[src/rtl/noc_switch_allocator_if.sv]
// Switch-allocator bundle: input-buffer head signals, downstream ready,
// grants, output valids and the five crossbar port selects.
// Optional NOC_ALLOC_WATCHDOG_EN adds the per-output alloc_timeout pulse.
interface noc_switch_allocator_if;
   logic [4:0]  in_req;
   logic [14:0] in_dest;
   logic [4:0]  in_tail;
   logic [4:0]  out_ready;
   logic [4:0]  in_gnt;
   logic [4:0]  out_valid;
   logic [2:0]  N_port_select;
   logic [2:0]  S_port_select;
   logic [2:0]  E_port_select;
   logic [2:0]  W_port_select;
   logic [2:0]  L_port_select;
`ifdef NOC_ALLOC_WATCHDOG_EN
   logic [4:0]  alloc_timeout;
`endif

   modport master (
      output in_req, in_dest, in_tail, out_ready,
      input  in_gnt, out_valid,
      input  N_port_select, S_port_select, E_port_select, W_port_select, L_port_select
`ifdef NOC_ALLOC_WATCHDOG_EN
      , input alloc_timeout
`endif
   );

   modport slave (
      input  in_req, in_dest, in_tail, out_ready,
      output in_gnt, out_valid,
      output N_port_select, S_port_select, E_port_select, W_port_select, L_port_select
`ifdef NOC_ALLOC_WATCHDOG_EN
      , output alloc_timeout
`endif
   );
endinterface

[src/rtl/noc_switch_allocator.sv]
// 5-port NoC switch allocator: per-output round-robin arbitration with
// wormhole locking from head to tail. Ports N=0,S=1,E=2,W=3,L=4.
// Optional NOC_ALLOC_WATCHDOG_EN: forced unlock after TIMEOUT_CYCLES
// locked cycles in which the owner presents no flit.
module noc_switch_allocator #(
   parameter logic [2:0]  PTR_RESET      = 3'd0,
   parameter int unsigned TIMEOUT_CYCLES = 16,
   parameter int unsigned TIMEOUT_W      = 5
) (
   input  logic                   clk,
   input  logic                   rst,
   noc_switch_allocator_if.slave  bus
);

   typedef enum logic {ST_IDLE, ST_LOCKED} state_t;

   state_t     r_state [5];
   state_t     w_state_nxt [5];
   logic [2:0] r_owner [5];
   logic [2:0] w_owner_nxt [5];
   logic [2:0] r_ptr [5];
   logic [2:0] w_ptr_nxt [5];
   logic [2:0] w_dest [5];
   logic [2:0] w_pick [5];
   logic [2:0] w_sel [5];
   logic [4:0] w_any;
   logic [4:0] w_xfer;
   logic [4:0] w_gnt;
`ifdef NOC_ALLOC_WATCHDOG_EN
   logic [TIMEOUT_W-1:0] r_wd [5];
   logic [TIMEOUT_W-1:0] w_wd_nxt [5];
   logic [4:0]           r_timeout;
   logic [4:0]           w_timeout_nxt;
`endif

   function automatic logic [2:0] f_inc5(input logic [2:0] x);
      return (x >= 3'd4) ? 3'd0 : x + 3'd1;
   endfunction

   // Unpack per-input destination fields.
   always_comb begin
      for (int unsigned p = 0; p < 5; p++) begin
         w_dest[p] = bus.in_dest[3*p +: 3];
      end
   end

   // Round-robin pick per output: first eligible input scanning from ptr.
   always_comb begin
      logic [2:0] w_idx;
      for (int unsigned o = 0; o < 5; o++) begin
         w_any[o]  = 1'b0;
         w_pick[o] = 3'(o);
         w_idx     = r_ptr[o];
         for (int unsigned i = 0; i < 5; i++) begin
            if (!w_any[o] && (w_idx < 3'd5) && bus.in_req[w_idx] &&
                (w_dest[w_idx] == 3'(o)) && (w_idx != 3'(o))) begin
               w_any[o]  = 1'b1;
               w_pick[o] = w_idx;
            end
            w_idx = f_inc5(w_idx);
         end
      end
   end

   // Locked outputs steer the crossbar and transfer when owner flit and ready line up.
   always_comb begin
      w_gnt = '0;
      for (int unsigned o = 0; o < 5; o++) begin
         w_xfer[o] = 1'b0;
         w_sel[o]  = 3'(o);
         if (r_state[o] == ST_LOCKED) begin
            w_sel[o] = r_owner[o];
            if (bus.in_req[r_owner[o]] && (w_dest[r_owner[o]] == 3'(o)) &&
                bus.out_ready[o]) begin
               w_xfer[o]           = 1'b1;
               w_gnt[r_owner[o]]   = 1'b1;
            end
         end
      end
   end

   // Per-output next state: lock on arbitration win, release on tail (or watchdog).
   always_comb begin
`ifdef NOC_ALLOC_WATCHDOG_EN
      w_timeout_nxt = '0;
`endif
      for (int unsigned o = 0; o < 5; o++) begin
         w_state_nxt[o] = r_state[o];
         w_owner_nxt[o] = r_owner[o];
         w_ptr_nxt[o]   = r_ptr[o];
`ifdef NOC_ALLOC_WATCHDOG_EN
         w_wd_nxt[o]    = r_wd[o];
`endif
         case (r_state[o])
            ST_IDLE: begin
               if (w_any[o]) begin
                  w_state_nxt[o] = ST_LOCKED;
                  w_owner_nxt[o] = w_pick[o];
`ifdef NOC_ALLOC_WATCHDOG_EN
                  w_wd_nxt[o]    = '0;
`endif
               end
            end
            ST_LOCKED: begin
               if (w_xfer[o]) begin
`ifdef NOC_ALLOC_WATCHDOG_EN
                  w_wd_nxt[o] = '0;
`endif
                  if (bus.in_tail[r_owner[o]]) begin
                     w_state_nxt[o] = ST_IDLE;
                     w_ptr_nxt[o]   = f_inc5(r_owner[o]);
                  end
               end
`ifdef NOC_ALLOC_WATCHDOG_EN
               else if (!bus.in_req[r_owner[o]]) begin
                  if (r_wd[o] == TIMEOUT_W'(TIMEOUT_CYCLES - 1)) begin
                     w_state_nxt[o]   = ST_IDLE;
                     w_ptr_nxt[o]     = f_inc5(r_owner[o]);
                     w_wd_nxt[o]      = '0;
                     w_timeout_nxt[o] = 1'b1;
                  end else begin
                     w_wd_nxt[o] = r_wd[o] + TIMEOUT_W'(1);
                  end
               end
`endif
            end
            default: w_state_nxt[o] = ST_IDLE;
         endcase
      end
   end

   // State registers; reset drops every lock immediately.
   always_ff @(posedge clk or posedge rst) begin
      if (rst) begin
         for (int unsigned o = 0; o < 5; o++) begin
            r_state[o] <= ST_IDLE;
            r_owner[o] <= 3'(o);
            r_ptr[o]   <= PTR_RESET;
`ifdef NOC_ALLOC_WATCHDOG_EN
            r_wd[o]    <= '0;
`endif
         end
`ifdef NOC_ALLOC_WATCHDOG_EN
         r_timeout <= '0;
`endif
      end else begin
         for (int unsigned o = 0; o < 5; o++) begin
            r_state[o] <= w_state_nxt[o];
            r_owner[o] <= w_owner_nxt[o];
            r_ptr[o]   <= w_ptr_nxt[o];
`ifdef NOC_ALLOC_WATCHDOG_EN
            r_wd[o]    <= w_wd_nxt[o];
`endif
         end
`ifdef NOC_ALLOC_WATCHDOG_EN
         r_timeout <= w_timeout_nxt;
`endif
      end
   end

   assign bus.in_gnt        = w_gnt;
   assign bus.out_valid     = w_xfer;
   assign bus.N_port_select = w_sel[0];
   assign bus.S_port_select = w_sel[1];
   assign bus.E_port_select = w_sel[2];
   assign bus.W_port_select = w_sel[3];
   assign bus.L_port_select = w_sel[4];
`ifdef NOC_ALLOC_WATCHDOG_EN
   assign bus.alloc_timeout = r_timeout;
`endif

endmodule

[src/flat_wrapper.sv]
// flat-port wrapper written by rule: the top's interface ports become plain ports
module noc_switch_allocator_flat 
#(
   parameter logic [2:0]  PTR_RESET      = 3'd0,
   parameter int unsigned TIMEOUT_CYCLES = 16,
   parameter int unsigned TIMEOUT_W      = 5
)
  (clk, rst, bus_in_req, bus_in_dest, bus_in_tail, bus_out_ready, bus_in_gnt, bus_out_valid, bus_N_port_select, bus_S_port_select, bus_E_port_select, bus_W_port_select, bus_L_port_select);
  noc_switch_allocator_if bus_i ();
  input  logic clk;
  input  logic rst;
  input wire logic [$bits(bus_i.in_req)-1:0] bus_in_req;
  input wire logic [$bits(bus_i.in_dest)-1:0] bus_in_dest;
  input wire logic [$bits(bus_i.in_tail)-1:0] bus_in_tail;
  input wire logic [$bits(bus_i.out_ready)-1:0] bus_out_ready;
  output wire logic [$bits(bus_i.in_gnt)-1:0] bus_in_gnt;
  output wire logic [$bits(bus_i.out_valid)-1:0] bus_out_valid;
  output wire logic [$bits(bus_i.N_port_select)-1:0] bus_N_port_select;
  output wire logic [$bits(bus_i.S_port_select)-1:0] bus_S_port_select;
  output wire logic [$bits(bus_i.E_port_select)-1:0] bus_E_port_select;
  output wire logic [$bits(bus_i.W_port_select)-1:0] bus_W_port_select;
  output wire logic [$bits(bus_i.L_port_select)-1:0] bus_L_port_select;
  assign bus_i.in_req = bus_in_req;
  assign bus_i.in_dest = bus_in_dest;
  assign bus_i.in_tail = bus_in_tail;
  assign bus_i.out_ready = bus_out_ready;
  assign bus_in_gnt = bus_i.in_gnt;
  assign bus_out_valid = bus_i.out_valid;
  assign bus_N_port_select = bus_i.N_port_select;
  assign bus_S_port_select = bus_i.S_port_select;
  assign bus_E_port_select = bus_i.E_port_select;
  assign bus_W_port_select = bus_i.W_port_select;
  assign bus_L_port_select = bus_i.L_port_select;
  noc_switch_allocator #(.PTR_RESET(PTR_RESET), .TIMEOUT_CYCLES(TIMEOUT_CYCLES), .TIMEOUT_W(TIMEOUT_W)) u_core (.clk(clk), .rst(rst), .bus(bus_i));
endmodule
[config.mk]
export PLATFORM = sky130hd
export DESIGN_NAME = noc_switch_allocator_flat
export DESIGN_NICKNAME = d
export VERILOG_FILES = /design/src/rtl/noc_switch_allocator_if.sv /design/src/rtl/noc_switch_allocator.sv /design/src/flat_wrapper.sv
export SDC_FILE = /design/constraint.sdc
export NUM_CORES = 1
export LEC_CHECK = 0
export ABC_AREA = 1
export CORE_ASPECT_RATIO = 1.1
export CORE_UTILIZATION = 55
export CTS_BUF_LIST = sky130_fd_sc_hd__clkbuf_8
export CTS_CLUSTER_SIZE = 30
export DETAILED_ROUTE_END_ITERATION = 12
export GPL_ROUTABILITY_DRIVEN = 0
export GPL_TIMING_DRIVEN = 0
export PLACE_DENSITY = 0.88
export SLEW_MARGIN = 20
export SYNTH_ARGS = -nofsm -noshare
export SYNTH_HDL_FRONTEND = slang
export SYNTH_SLANG_ARGS = --single-unit
export TNS_END_PERCENT = 50
[constraint.sdc]
create_clock -name clk -period 6.4 [get_ports clk]
set_input_delay 1.28 -clock clk [delete_from_list [all_inputs] [get_ports clk]]
set_output_delay 1.28 -clock clk [all_outputs]
set_load 0.02 [all_outputs]
==> impl_metrics.ini <==
[worst_setup_path]
worst_case_reg_to_reg_path_depth = 21
critPathMostFrequentCell = sky130_fd_sc_hd__clkdlybuf4s50_1
timing.critical_path.slowest_stage_cell = sky130_fd_sc_hd__clkbuf_1
worstPathArrival_ps = 4460
path_delay_family = buffers and inverters
slowest_delay_ps = 630
critical_path_required_ps = 5120
top_fanout_value_on_the_critical_path = 10
crit_path_cell_trace = clkdlybuf4s50_1 > clkbuf_1 > a21oi_1 > inv_1 > o21ai_0 > nor4_1 > nand2_1 > or2_2 > nand3_1 > clkdlybuf4s50_1
critPathLaunchType = input port
end_kind = output port
timing.setup.critical_path_class = input port to output port
cp.buffers_inverters = 4
worst-path-stages = 10

[route]
avgRoutedWirePerCell_um = 15.6
routed_wirelength_um = 22400
vias = 8617
initialDrtViolationCount = 1158
post-route-drc-count = 0
dr.pass1.iters = 10
post_route_antenna_net_violation_count = 0
drt-vias-per-instance = 6.01

[placement]
dp.final_hpwl_um = 17100
io_buffer_count = 47
detailed_place.area_um2 = 7200
post-place-cells = 1426

[floorplan]
die_outline_area_um2 = 12300
fp.coreArea_um2 = 11500
initial_utilization = 0.567
fp.dieH_um = 116
die_width_um = 106
fp-row-count = 41
ios = 57

[final_layout]
layout.cells.non_filler = 1434
number_of_nets_in_the_final_layout = 1342
antenna_cells_inserted = 0
finalInstanceArea_um2 = 7290
nFillCells = 1143
drive_gt1_frac = 0.0826
final_core_util = 0.634
register_area_um2 = 882
layout-area-overhead-vs-synth_pct = 11.8
multi_input_comb_area_um2 = 4840

[sta]
final-setup-viol-count = 0
fmax_ghz = 0.174
worst-slew-pin-transition_ps = 777
final_hold_viol_count = 0
holdWs_ps = 515
period_minus_slack_ps = 5740
min_period_over_period = 0.897
timing.final.max_slew_violations = 0
timing.slew.headroom = 0.482
tns_ps = 0
setup_repair_after_global_routing_missed_its_margin = false
timing.clock.skew_ps = 7.82

[job]
drv_cap = 0

[clock_network]
clkSlewWorstSetupHoldPaths_ps = 70
clk-insertion-delay-late_ps = 320
cts_tree = built
cts_setup_buffers = 0
cts-htree-levels = 2
cts_hold_buffers = 0
cts-resized-gates = 0
cts_root_buf = sky130_fd_sc_hd__clkbuf_8
tritoncts_buffers = 5
tritoncts_num_sinks = 35
cts_buffer_depth = 2

[logic_synthesis]
gate_count_post_synth = 1228
synth.largest_area_cell = sky130_fd_sc_hd__nand2_1
largest_cells_by_area_after_synthesis = sky130_fd_sc_hd__nand2_1 (22%), sky130_fd_sc_hd__dfrtp_1 (12%), sky130_fd_sc_hd__nand3_1 (11%)
synth-seq-area-share = 0.135
synthArstFlopShare = 1.00
synth_net_count = 1287
ff_latch_count_synth = 35
synth_edf_count = 0
syn-cell-area_um2 = 6520
post_synth_num_cell_types = 45
avgSynthCellArea_um2 = 5.31
synth-warning-count = 0
synth_top_flop_cell = sky130_fd_sc_hd__dfrtp_1
synthDominantCellAreaShare = 0.220

[global_routing]
grt.overflow.total = 0
vias_in_the_first_global_route = 7768
grt_start_max_net_pins = 33
antenna_found_initial = 0
track_usage = 0.363
grt_first_pass_wirelength_um = 35900

[power_and_ir_drop]
p_leak_nw = 3.87
power.density_cell_area_nw_per_um2 = 548
ir_worst_vdd_v = 0.000430

[worst_hold_path]
worst_hold_path.num_cells = 2
worst_hold_path_type = flip-flop to flip-flop

[run_status]
status = finished, final reports clean
cells by family (layout without fill, tap and decap cells):
kind of cell,Yosys count,after routing,synth area share
simple gates,761,761,0.509
compound gates,204,204,0.182
buf+inv,201,257,0.122
flops,35,35,0.135
fa+ha+maj,27,27,0.0518
placed cells by master, fill, tap and decap left out, types with 2 or more instances in the layout:
| cell | Yosys | final |
|---|---|---|
| sky130_fd_sc_hd__o21ai_2 | 2 | 2 |
| sky130_fd_sc_hd__ha_1 | 27 | 27 |
| sky130_fd_sc_hd__o2111ai_1 | 4 | 4 |
| sky130_fd_sc_hd__o211ai_1 | 24 | 24 |
| sky130_fd_sc_hd__a2111oi_0 | 3 | 3 |
| sky130_fd_sc_hd__nand4_1 | 21 | 21 |
| sky130_fd_sc_hd__nor2_4 | 6 | 6 |
| sky130_fd_sc_hd__clkdlybuf4s50_1 | 0 | 47 |
| sky130_fd_sc_hd__a21oi_1 | 53 | 53 |
| sky130_fd_sc_hd__dfstp_2 | 5 | 5 |
| sky130_fd_sc_hd__nor2_2 | 13 | 13 |
| sky130_fd_sc_hd__nor3_1 | 13 | 13 |
| sky130_fd_sc_hd__o21bai_1 | 2 | 2 |
| sky130_fd_sc_hd__clkinv_1 | 3 | 3 |
| sky130_fd_sc_hd__nand3b_1 | 8 | 8 |
| sky130_fd_sc_hd__o31ai_1 | 3 | 3 |
| sky130_fd_sc_hd__nor2_1 | 151 | 151 |
| sky130_fd_sc_hd__clkbuf_1 | 6 | 6 |
| sky130_fd_sc_hd__buf_2 | 18 | 18 |
| sky130_fd_sc_hd__nand3_2 | 2 | 2 |
| sky130_fd_sc_hd__o21ai_0 | 78 | 78 |
| sky130_fd_sc_hd__dfrtp_1 | 30 | 30 |
| sky130_fd_sc_hd__a31oi_1 | 3 | 3 |
| sky130_fd_sc_hd__or2_2 | 3 | 3 |
| sky130_fd_sc_hd__nor4_1 | 2 | 2 |
| sky130_fd_sc_hd__nand2_2 | 17 | 17 |
| sky130_fd_sc_hd__nand2_4 | 2 | 2 |
| sky130_fd_sc_hd__inv_1 | 151 | 150 |
| sky130_fd_sc_hd__clkbuf_8 | 0 | 5 |
| sky130_fd_sc_hd__clkinvlp_4 | 0 | 2 |
| sky130_fd_sc_hd__buf_4 | 5 | 5 |
| sky130_fd_sc_hd__inv_2 | 18 | 19 |
| sky130_fd_sc_hd__a211oi_1 | 3 | 3 |
| sky130_fd_sc_hd__nand3_1 | 137 | 137 |
| sky130_fd_sc_hd__o22ai_1 | 13 | 13 |
| sky130_fd_sc_hd__nand2_1 | 382 | 382 |
| sky130_fd_sc_hd__o21ai_1 | 9 | 9 |
worst paths after layout:
kind	from	to	slack, ps
max in group asynchronous	rst	u_core.r_owner[3]	4770
worst max register to register	u_core.r_ptr[12]	u_core.r_owner[12]	3240
min in group asynchronous	rst	u_core.r_owner[1]	1150
worst min-delay path	u_core.r_owner[4]	u_core.r_owner[4]	520
worst min register to register	u_core.r_owner[4]	u_core.r_owner[4]	520
worst max-delay path	bus_in_req[4]	bus_in_gnt[3]	660
layer usage:
layer | vias up | share of wire | wire length, um | GRT usage
li1 | 4119 | - | - | -
met1 | 3782 | 0.38 | 8460 | 0.449
met4 | 0 | 0.066 | 1480 | 0.244
met2 | 548 | 0.43 | 9690 | 0.582
met3 | 168 | 0.12 | 2780 | 0.0675
met5 | - | 0 | 0 | 0
sequential cells by signal, indices dropped and copies added, names as in the netlist:
name	count
u_core.r_ptr	15
u_core.r_state	5
u_core.r_owner	15
cell type report:
type / count / area share
repair buffers: 48 / 0.0673
clock inverters: 3 / 0.00275
clock buffers: 5 / 0.00944
inverters: 172 / 0.0886
flip-flops and latches: 35 / 0.121
multi-input cells: 992 / 0.664
plain buffers: 29 / 0.0206
well taps: 150 / 0.0258
synth_stat cells, types with 2 or more instances:
library cell	number
sky130_fd_sc_hd__nand4_1	21
sky130_fd_sc_hd__inv_1	151
sky130_fd_sc_hd__nand2_2	17
sky130_fd_sc_hd__nand2_4	2
sky130_fd_sc_hd__a21oi_1	53
sky130_fd_sc_hd__nor2_1	151
sky130_fd_sc_hd__inv_2	18
sky130_fd_sc_hd__nand2_1	382
sky130_fd_sc_hd__buf_4	5
sky130_fd_sc_hd__o21ai_0	78
sky130_fd_sc_hd__o211ai_1	24
sky130_fd_sc_hd__nor2_4	6
sky130_fd_sc_hd__o21ai_1	9
sky130_fd_sc_hd__nand3_1	137
sky130_fd_sc_hd__o21ai_2	2
sky130_fd_sc_hd__nor4_1	2
sky130_fd_sc_hd__dfstp_2	5
sky130_fd_sc_hd__buf_2	18
sky130_fd_sc_hd__nand3_2	2
sky130_fd_sc_hd__or2_2	3
sky130_fd_sc_hd__nand3b_1	8
sky130_fd_sc_hd__o22ai_1	13
sky130_fd_sc_hd__nor2_2	13
sky130_fd_sc_hd__ha_1	27
sky130_fd_sc_hd__clkbuf_1	6
sky130_fd_sc_hd__nor3_1	13
sky130_fd_sc_hd__a211oi_1	3
sky130_fd_sc_hd__clkinv_1	3
sky130_fd_sc_hd__a2111oi_0	3
sky130_fd_sc_hd__o2111ai_1	4
sky130_fd_sc_hd__a31oi_1	3
sky130_fd_sc_hd__o21bai_1	2
sky130_fd_sc_hd__dfrtp_1	30
sky130_fd_sc_hd__o31ai_1	3
worst register-to-register path: stages, from the launching register on:
cell and delay [ps]:
sky130_fd_sc_hd__dfrtp_1 370, sky130_fd_sc_hd__buf_2 230, sky130_fd_sc_hd__inv_1 130, sky130_fd_sc_hd__ha_1 310
sky130_fd_sc_hd__nand2_2 110, sky130_fd_sc_hd__inv_2 110, sky130_fd_sc_hd__ha_1 250, sky130_fd_sc_hd__inv_1 160
sky130_fd_sc_hd__a21oi_2 270, sky130_fd_sc_hd__inv_1 140, sky130_fd_sc_hd__nand3_1 100, sky130_fd_sc_hd__nand2_1 60
sky130_fd_sc_hd__nand2_1 50, sky130_fd_sc_hd__nand2_1 50, sky130_fd_sc_hd__nand2_1 80, sky130_fd_sc_hd__inv_1 70
sky130_fd_sc_hd__nor2_4 140, sky130_fd_sc_hd__nand4_1 140, sky130_fd_sc_hd__nand2_2 140, sky130_fd_sc_hd__inv_2 50
sky130_fd_sc_hd__nand2_1 70, sky130_fd_sc_hd__nand2_1 50
report_power, final:
part	total (mW)	internal (mW)	switching, mW
clock	0.172	0.0759	0.0965
combinational	3.36	1.12	2.24
sequential	0.463	0.323	0.140
total	3.99	1.52	2.47
metrics by stage:
step / power, mW / setup slack, ps
final: 3.99 / 656
after global routing: 4.45 / 616
after CTS: 3.91 / 840
after detailed placement: 3.73 / 848
after global placement: 3.64 / 903
after floorplan: 3.01 / 2230
Power figures use the tool's default switching activity.
